[src/rtl/arty_led_pkg.sv]
// arty_led_pkg: shared mode/scan enums, first colour and the colour stepping helper for arty_led_sequencer.
package arty_led_pkg;
  typedef enum logic [1:0] {
    MODE_COUNT   = 2'd0,
    MODE_SCAN    = 2'd1,
    MODE_BREATHE = 2'd2,
    MODE_ALL_ON  = 2'd3
  } mode_t;
  typedef enum logic {
    SCAN_UP   = 1'b0,
    SCAN_DOWN = 1'b1
  } scan_state_t;
  localparam logic [2:0] COLOR_FIRST = 3'b001;
  // Off (000) is never a colour: 111 wraps straight back to 001.
  function automatic logic [2:0] next_color(input logic [2:0] c);
    return c == 3'b111 ? COLOR_FIRST : c + 3'd1;
  endfunction
endpackage

[src/rtl/led_step_prescaler.sv]
// led_step_prescaler: counts 0..STEP_CLKS-1 while not paused; step is high on the wrap cycle.
module led_step_prescaler #(
  parameter int STEP_CLKS = 32500000
) (
  input  logic clk,
  input  logic rst,
  input  logic pause,
  output logic step
);
  localparam int W = STEP_CLKS > 1 ? $clog2(STEP_CLKS) : 1;
  logic [W-1:0] cnt;
  assign step = !pause && cnt == W'(STEP_CLKS - 1);
  always_ff @(posedge clk)
    if (rst) cnt <= '0;
    else if (!pause) cnt <= step ? '0 : cnt + 1'b1;
endmodule

[src/rtl/arty_led_sequencer.sv]
// arty_led_sequencer: N-LED count/scan/breathe/all-on pattern generator with RGB colour cycling and PWM gating.
// BREATHE mode exists only when ARTY_LED_BREATHE_EN is defined; otherwise mode 2 behaves as COUNT.
module arty_led_sequencer
  import arty_led_pkg::*;
#(
  parameter int NUM_LEDS  = 4,
  parameter int STEP_CLKS = 32500000,
  parameter int PWM_BITS  = 3,
  parameter int RGB_DUTY  = 1
) (
  input  logic                  clk,
  input  logic                  rst,
  input  logic [1:0]            mode,
  input  logic                  pause,
  output logic [NUM_LEDS-1:0]   led_g,
  output logic [3*NUM_LEDS-1:0] led_rgb,
  output logic                  step_pulse
);
  localparam int PW = NUM_LEDS > 1 ? $clog2(NUM_LEDS) : 1;
  logic step, adv, g_gate, rgb_gate;
  mode_t mode_q, nxt_mode, req;
  scan_state_t dir, nxt_dir;
  logic [NUM_LEDS-1:0] cnt, nxt_cnt, pat;
  logic [PW-1:0] pos, nxt_pos;
  logic [2:0] color, nxt_color;
  logic [PWM_BITS-1:0] pwm;
  logic [3*NUM_LEDS-1:0] rgb;
  led_step_prescaler #(.STEP_CLKS(STEP_CLKS)) u_pre (
    .clk(clk), .rst(rst), .pause(pause), .step(step)
  );
`ifdef ARTY_LED_BREATHE_EN
  logic [PWM_BITS-1:0] level, nxt_level;
  assign req = mode_t'(mode);
  always_ff @(posedge clk) level <= rst ? '0 : nxt_level;
`else
  assign req = mode == 2'd2 ? MODE_COUNT : mode_t'(mode);
`endif
  // dir doubles as the BREATHE ramp direction, so a mode change clears both in one place.
  always_comb begin
    nxt_mode = mode_q;
    nxt_dir = dir;
    nxt_cnt = cnt;
    nxt_pos = pos;
`ifdef ARTY_LED_BREATHE_EN
    nxt_level = level;
`endif
    adv = 1'b0;
    if (step && req != mode_q) begin
      nxt_mode = req;
      nxt_dir = SCAN_UP;
      nxt_cnt = '0;
      nxt_pos = '0;
`ifdef ARTY_LED_BREATHE_EN
      nxt_level = '0;
`endif
    end else if (step) begin
      case (mode_q)
        MODE_COUNT: begin
          nxt_cnt = cnt + 1'b1;
          adv = &cnt;
        end
        MODE_SCAN:
          if (NUM_LEDS == 1) adv = 1'b1;
          else if (dir == SCAN_UP) begin
            nxt_pos = pos + 1'b1;
            nxt_dir = int'(pos) == NUM_LEDS - 2 ? SCAN_DOWN : SCAN_UP;
          end else begin
            nxt_pos = pos - 1'b1;
            nxt_dir = pos == PW'(1) ? SCAN_UP : SCAN_DOWN;
            adv = pos == PW'(1);
          end
`ifdef ARTY_LED_BREATHE_EN
        MODE_BREATHE:
          if (dir == SCAN_UP) begin
            nxt_level = level + 1'b1;
            nxt_dir = &nxt_level ? SCAN_DOWN : SCAN_UP;
          end else begin
            nxt_level = level - 1'b1;
            nxt_dir = level == PWM_BITS'(1) ? SCAN_UP : SCAN_DOWN;
            adv = level == PWM_BITS'(1);
          end
`endif
        default: adv = 1'b1;
      endcase
    end
    nxt_color = adv ? next_color(color) : color;
    pat = nxt_mode == MODE_COUNT ? nxt_cnt : nxt_mode == MODE_SCAN ? NUM_LEDS'(1) << nxt_pos : '1;
`ifdef ARTY_LED_BREATHE_EN
    g_gate = nxt_mode == MODE_BREATHE ? pwm < nxt_level : 1'b1;
    rgb_gate = nxt_mode == MODE_BREATHE ? pwm < nxt_level : {1'b0, pwm} < (PWM_BITS + 1)'(RGB_DUTY);
`else
    g_gate = 1'b1;
    rgb_gate = {1'b0, pwm} < (PWM_BITS + 1)'(RGB_DUTY);
`endif
    rgb = '0;
    for (int i = 0; i < NUM_LEDS; i++) rgb[3*i +: 3] = pat[i] ? nxt_color & {3{rgb_gate}} : 3'b000;
  end
  always_ff @(posedge clk)
    if (rst) begin
      mode_q <= MODE_COUNT;
      dir <= SCAN_UP;
      cnt <= '0;
      pos <= '0;
      color <= COLOR_FIRST;
      pwm <= '0;
      led_g <= '0;
      led_rgb <= '0;
      step_pulse <= 1'b0;
    end else begin
      mode_q <= nxt_mode;
      dir <= nxt_dir;
      cnt <= nxt_cnt;
      pos <= nxt_pos;
      color <= nxt_color;
      pwm <= pwm + 1'b1;
      led_g <= pat & {NUM_LEDS{g_gate}};
      led_rgb <= rgb;
      step_pulse <= step;
    end
endmodule

[config.mk]
export PLATFORM = sky130hd
export DESIGN_NAME = arty_led_sequencer
export DESIGN_NICKNAME = d
export VERILOG_FILES = /design/src/rtl/arty_led_pkg.sv /design/src/rtl/led_step_prescaler.sv /design/src/rtl/arty_led_sequencer.sv
export SDC_FILE = /design/constraint.sdc
export NUM_CORES = 1
export LEC_CHECK = 0
export CORE_AREA = 3 3 75 77
export CTS_CLUSTER_SIZE = 40
export DETAILED_ROUTE_END_ITERATION = 6
export DIE_AREA = 0 0 78 80
export PLACE_DENSITY = 0.78
export SLEW_MARGIN = 5
export SYNTH_ARGS = -nofsm -noshare
export SYNTH_HDL_FRONTEND = slang
export SYNTH_SLANG_ARGS = --single-unit
[constraint.sdc]
create_clock -name clk -period 4 [get_ports clk]
set_clock_uncertainty 0.2 [all_clocks]
set_input_delay 1 -clock clk [delete_from_list [all_inputs] [get_ports clk]]
set_output_delay 1 -clock clk [all_outputs]
set_load 0.05 [all_outputs]
Word level (Yosys, flattened, before mapping)
Cells that the tools add are included.

operators by class
  $add $sub $neg = 6
  multiply operators = 0
  div/mod/pow operators = 0
  magnitude comparators = 1
  eq/ne operators = 8
  shift operators = 1
  multiplexer cells = 21
  bitwise gates (word level) = 5
  reduce and logical (&&, ||, !) cells = 12

operator list
  operator                 number
  $add A25 B1 Y25 const B  1
  $eq A25 B25 Y1 const B   1
  $mux W25                 1
  $mux W4                  5
  $mux W2                  6
  $reduce_or A2 Y1         5
  $add A3 B1 Y3 const B    2
  $eq A2 B1 Y1 const B     3
  $mux W1                  6
  $mux W3                  2
  $add A4 B1 Y4 const B    1
  $eq A2 B2 Y1 const B     2
  $logic_not A2 Y1         2
  $not A1 Y1               4
  $reduce_and A4 Y1        1
  $shl A1 B2 Y4 const A    1
  $and A3 B3 Y3            1
  $eq A3 B3 Y1 const B     1
  $lt A3 B1 Y1 const B     1
  $add A2 B1 Y2 const B    1
  $logic_and A1 B1 Y1      2
  $ne A2 B2 Y1             1
  $pmux W1 S2              1
  $reduce_and A2 Y1        1
  2 further kinds          2

word-level totals
  register bits after elaboration = 57
  bits in latches = 0
  RAM bits = 0
  memory bits (read-only) = 0
  input bits = 5
  memories kept = 0

Depth between registers and ports, before layout
  word-level depth = 10
  mapped depth = 8
  mapped depth without buffers = 8

Modules after synthesis
A second synthesis with hierarchy kept.

unflattened totals
  cells, all modules = 297
  area, all modules = 2643.8 um^2

by module, submodules not included
  module              times used  cells an instance  area each (um^2)  sequential area each (um^2)
  arty_led_sequencer  1           145                1386.3            640.6
  led_step_prescaler  1           152                1257.5            500.5

Worst setup path after synthesis
No wires, ideal clock.

  path type = input-to-reg
  start point = input port mode[1]
  end point = register led_rgb[6]
  arrival = 2.652 ns
  data required time = 3.727 ns
  setup slack = 1.075 ns
  stages = 6
  buffers on the path = 0
  path through = or4bb_1 > a21o_1 > a211oi_4 > mux2i_1 > or4_4 > nor3_2

between the ends
  word-level cells in the longest chain between the ends = 10
  elaborated cells between the ends (all ways) = 17
  those cells by class = 3 x eq/ne; 1 x shift; 8 x mux; 2 x bitwise; 3 x reduce/logical

RTL lines
  element                                               RTL line                   source
  start: declaration                                    arty_led_sequencer.sv:13   input logic [1:0] mode,
  $eq A2 B2 Y1                                          arty_led_sequencer.sv:36   assign req = mode == 2'd2 ? MODE_COUNT : mode_t'(mode);
  $mux W2 *                                             arty_led_sequencer.sv:36
  $ne A2 B2 Y1                                          arty_led_sequencer.sv:48   if (step && req != mode_q) begin
  $logic_and A1 B1 Y1                                   arty_led_sequencer.sv:48
  $mux W2                                               arty_led_sequencer.sv:48
  $eq A2 B1 Y1 / $shl A1 B2 Y4 (equally long branches)  arty_led_sequencer.sv:87   pat = nxt_mode == MODE_COUNT ? nxt_cnt : nxt_mode == MODE_SCAN ? NUM_LEDS'(1) << nxt_pos : '1;
  $mux W4 (2 in a row)                                  arty_led_sequencer.sv:87
  $not A1 Y1 (no source line)                           n/a
  $reduce_or A2 Y1 (no source line)                     n/a
  end signal: assignment                                arty_led_sequencer.sv:117  led_rgb <= rgb;
  end: declaration                                      arty_led_sequencer.sv:16   output logic [3*NUM_LEDS-1:0] led_rgb,

Mark *: on every way between the ends. The rest lies on a longest branch, timed or not.
A chain may end at the register's enable or synchronous reset.

Worst setup path after layout
  start point = input port pause
  end point = register led_rgb[8]

between the ends
  word-level cells in the longest chain between the ends = 9
  elaborated cells between the ends (all ways) = 19
  those cells by class = 1 x eq/ne; 1 x shift; 10 x mux; 2 x bitwise; 5 x reduce/logical

RTL lines
  element                                                RTL line                                            source
  start: declaration                                     arty_led_sequencer.sv:14                            input logic pause,
  $logic_not A1 Y1 *                                     n/a
  $logic_and A1 B1 Y1 *                                  led_step_prescaler.sv:12                            assign step = !pause && cnt == W'(STEP_CLKS - 1);
  $mux W2 / $logic_and A1 B1 Y1 (equally long branches)  arty_led_sequencer.sv:56, arty_led_sequencer.sv:48
  $mux W2                                                arty_led_sequencer.sv:48
  $shl A1 B2 Y4 / $eq A2 B1 Y1 (equally long branches)   arty_led_sequencer.sv:87
  $mux W4 (2 in a row)                                   arty_led_sequencer.sv:87
  $not A1 Y1 (no source line)                            n/a
  $reduce_or A2 Y1 (no source line)                      n/a

Marked as above.

==> flow_summary.json <==
{
  "drtIter0Drc": 153,
  "wl_um": 5430,
  "avgSynthCellArea_um2": 9.05,
  "cp_slowest_cell": "nor4_1",
  "overflow": 0,
  "cts_setup_buffers": 0,
  "wl_per_cell_um": 13.7,
  "synth_top_area_share_pct": 42.6,
  "async_flop_share_pct": 0,
  "drc": 0,
  "cts_buffer_depth": 2,
  "crit_start": "pause",
  "port_buffers": 21,
  "io_pins": 22,
  "ff2ff_path_depth": 6,
  "worstReg2RegEnd": "led_rgb[8]$_SDFF_PP0_",
  "core_mm2": 0.00507,
  "seqCellArea_mm2": 0.00114,
  "outcome": "complete, no violations",
  "synth_edf_count": 0,
  "worst_setup_path_start_kind": "primary input",
  "fp-row-count": 26,
  "vias_per_cell": 5.55,
  "synth.distinct_cells": 54,
  "cts_tree": "built",
  "finalCritPeriodShare_pct": 86.8,
  "dieWidth_um": 78,
  "slowest_delay_ns": 0.57,
  "vias": 2202,
  "irDropWorstVdd_mv": 0.218,
  "crit_chain": "clkdlybuf4s50_1, nand4b_1, nor4_1, nand3_1, a2bb2oi_1, a211oi_1, nor3_1",
  "multi_input_area_mm2": 0.00146,
  "ctsHoldBuffers": 0,
  "antenna_found_initial": 0,
  "track_usage_pct": 18.8,
  "grt_pass1_wl_um": 9250,
  "netlist_instances": 296,
  "r2r_setup_slack_ns": 1.16,
  "grt_start_max_net_pins": 26,
  "critPathMaxFanout": 7,
  "maxSlewViolCount": 0,
  "worst-path-buf-inv": 1,
  "finalHoldViolations": 0,
  "netlist_area_mm2": 0.00268,
  "synth.most_common_cell": "dfxtp_1",
  "required_ns": 3.99,
  "cts.sinks": 57,
  "cp.arrival_ns": 3.46,
  "ys_warn_count": 0,
  "fmax_mhz": 288,
  "clk_pin_slew_ns": 0.07,
  "synthTopCellsByArea": "dfxtp_1, nor2_1, xor2_1",
  "firstDrtPassIters": 4,
  "fin_total_pwr_mw": 1.22,
  "synthesis.nets": 308,
  "period_needed_ns": 3.47,
  "numCtsBuffers": 9,
  "fin_nets": 334,
  "dpl.hpwl_um": 3910,
  "crit_end": "led_rgb[8]$_SDFF_PP0_",
  "synth_seq_cells": 57,
  "cp.depth": 7,
  "final_layout_size_suffix_gt1_share_pct": 9.79,
  "cap_violations": 0,
  "power_density_mw_per_mm2": 382,
  "tightest_slew_ns": 0.646,
  "yosysSeqAreaShare_pct": 42.6,
  "cts_root_buf": "clkbuf_8",
  "antenna_cells": 0,
  "end_kind": "register",
  "yosys.area.top_type": "dfxtp_1",
  "start_util_pct": 52.8,
  "rsz0062_at_grt": "no",
  "dieArea_mm2": 0.00624,
  "holdCritPathClass": "reg2reg",
  "r2r-start": "u_pre.cnt[9]$_SDFFE_PP0N_",
  "gp_congestion": 0.896,
  "synth_common_cells": "dfxtp_1, nor2_1, nand2_1",
  "crit_type": "in2reg",
  "crit_family": "simple AND/OR/NAND/NOR gates",
  "postRouteAntennaNets": 0,
  "worst_slew_margin_rel_pct": 56.5,
  "worstSkewPairLatency_ns": 0.33,
  "setup_viol": 0,
  "synth_ff_type": "dfxtp_1",
  "tns_ns": 0,
  "p_leak_nw": 1.14,
  "fillers": 432,
  "synthToLayoutAreaGrowth_pct": 19.1,
  "htreeDepth": 3,
  "first_global_vias": 2010,
  "die_y_um": 80,
  "cts_resized": 0
}
-- how the worst min path moves through the flow --
stage	slack (ns)	startpoint	end	cells past startpoint
2_1_floorplan	0.24	pwm[0]$_SDFF_PP0_	pwm[0]$_SDFF_PP0_	1
3_3_place_gp	0.26	pwm[0]$_SDFF_PP0_	pwm[0]$_SDFF_PP0_	1
3_5_place_dp	0.28	pwm[0]$_SDFF_PP0_	pwm[0]$_SDFF_PP0_	1
4_1_cts	0.29	pwm[0]$_SDFF_PP0_	pwm[0]$_SDFF_PP0_	1
5_1_grt	0.32	pwm[0]$_SDFF_PP0_	pwm[0]$_SDFF_PP0_	1
6_report	0.29	pwm[0]$_SDFF_PP0_	pwm[0]$_SDFF_PP0_	1
-- area by class of cell --
class,count,share of cell area (%)
multi-input cells,221,45.8
flip-flops and latches,57,35.8
repair buffers,25,7.53
clock buffers,12,4.86
well taps,70,2.75
clock inverters,4,2.35
inverters,8,0.941
-- kinds of logic after synthesis --
kind of cell | count (synthesis) | synth area share (%)
and+or+nand+nor | 149 | 30.8
DFF | 57 | 42.6
AOI/OAI and AO/OA | 30 | 8.59
xor gates and xnor gates | 26 | 8.50
buffers and inverters | 18 | 2.85
muxes | 9 | 3.41
adders and majority gates | 7 | 3.27
-- worst reg2reg max path, delay by kind of cell, from the launching register on --
kind / cells / cell delay (ns)
AOI/OAI and AO/OA: 2 / 0.72
and+or+nand+nor: 4 / 1.43
DFF: 1 / 0.35
-- per-stage QoR --
stage	worst slack (ns)	instances	hold WS (ns)	cell area (um^2)	utilization, %
finish	0.527	397	0.292	3190	62.9
CTS	0.539	397	0.294	3190	62.9
global placement	0.347	381	0.255	2960	58.3
detailed placement	0.240	381	0.277	2960	58.3
global route	0.312	397	0.324	3190	62.9
floorplan	1.07	296	0.242	2680	-
-- power by group --
part | total, mW | switching (mW) | internal, mW
clock | 0.605 | 0.220 | 0.385
sequential | 0.577 | 0.00494 | 0.572
combinational | 0.0361 | 0.0214 | 0.0147
-- routing by layer --
metal / share of wire (%) / vias up / GRT usage (%)
met5: 0 / - / 0
met4: 1.9 / 0 / 11.0
met3: 5.2 / 9 / 4.63
met2: 43 / 64 / 26.0
met1: 50 / 1024 / 26.2
li1: - / 1105 / -
-- sequential cells by signal (all words and copies together) (netlist names) --
signal	cells
cnt	4
mode_q	2
u_pre.cnt	25
pos	2
color	3
pwm	3
led_g	4
dir	1
step_pulse	1
led_rgb	12
-- layout by cell type, fill, tap and decap left out, drive strengths merged, types with 2 or more instances in the layout --
master,synthesis,layout
a211oi,4,4
a21oi,5,5
a31oi,2,2
and2,3,3
and3,5,5
and4,3,3
and4b,2,2
buf,2,4
bufinv,0,2
clkbuf,8,12
clkdlybuf4s50,0,21
clkinvlp,0,2
dfxtp,57,57
ha,7,7
inv,8,8
mux2i,8,8
nand2,21,21
nand3,13,13
nand4,7,7
nand4b,3,3
nor2,52,52
nor2b,2,2
nor3,15,15
nor3b,2,2
nor4,2,2
nor4b,2,2
nor4bb,2,2
o21ai,4,4
o2bb2ai,3,3
or3,5,5
or4,5,5
xnor2,12,12
xor2,14,14
Note: power is estimated with default switching activity, not from simulation.
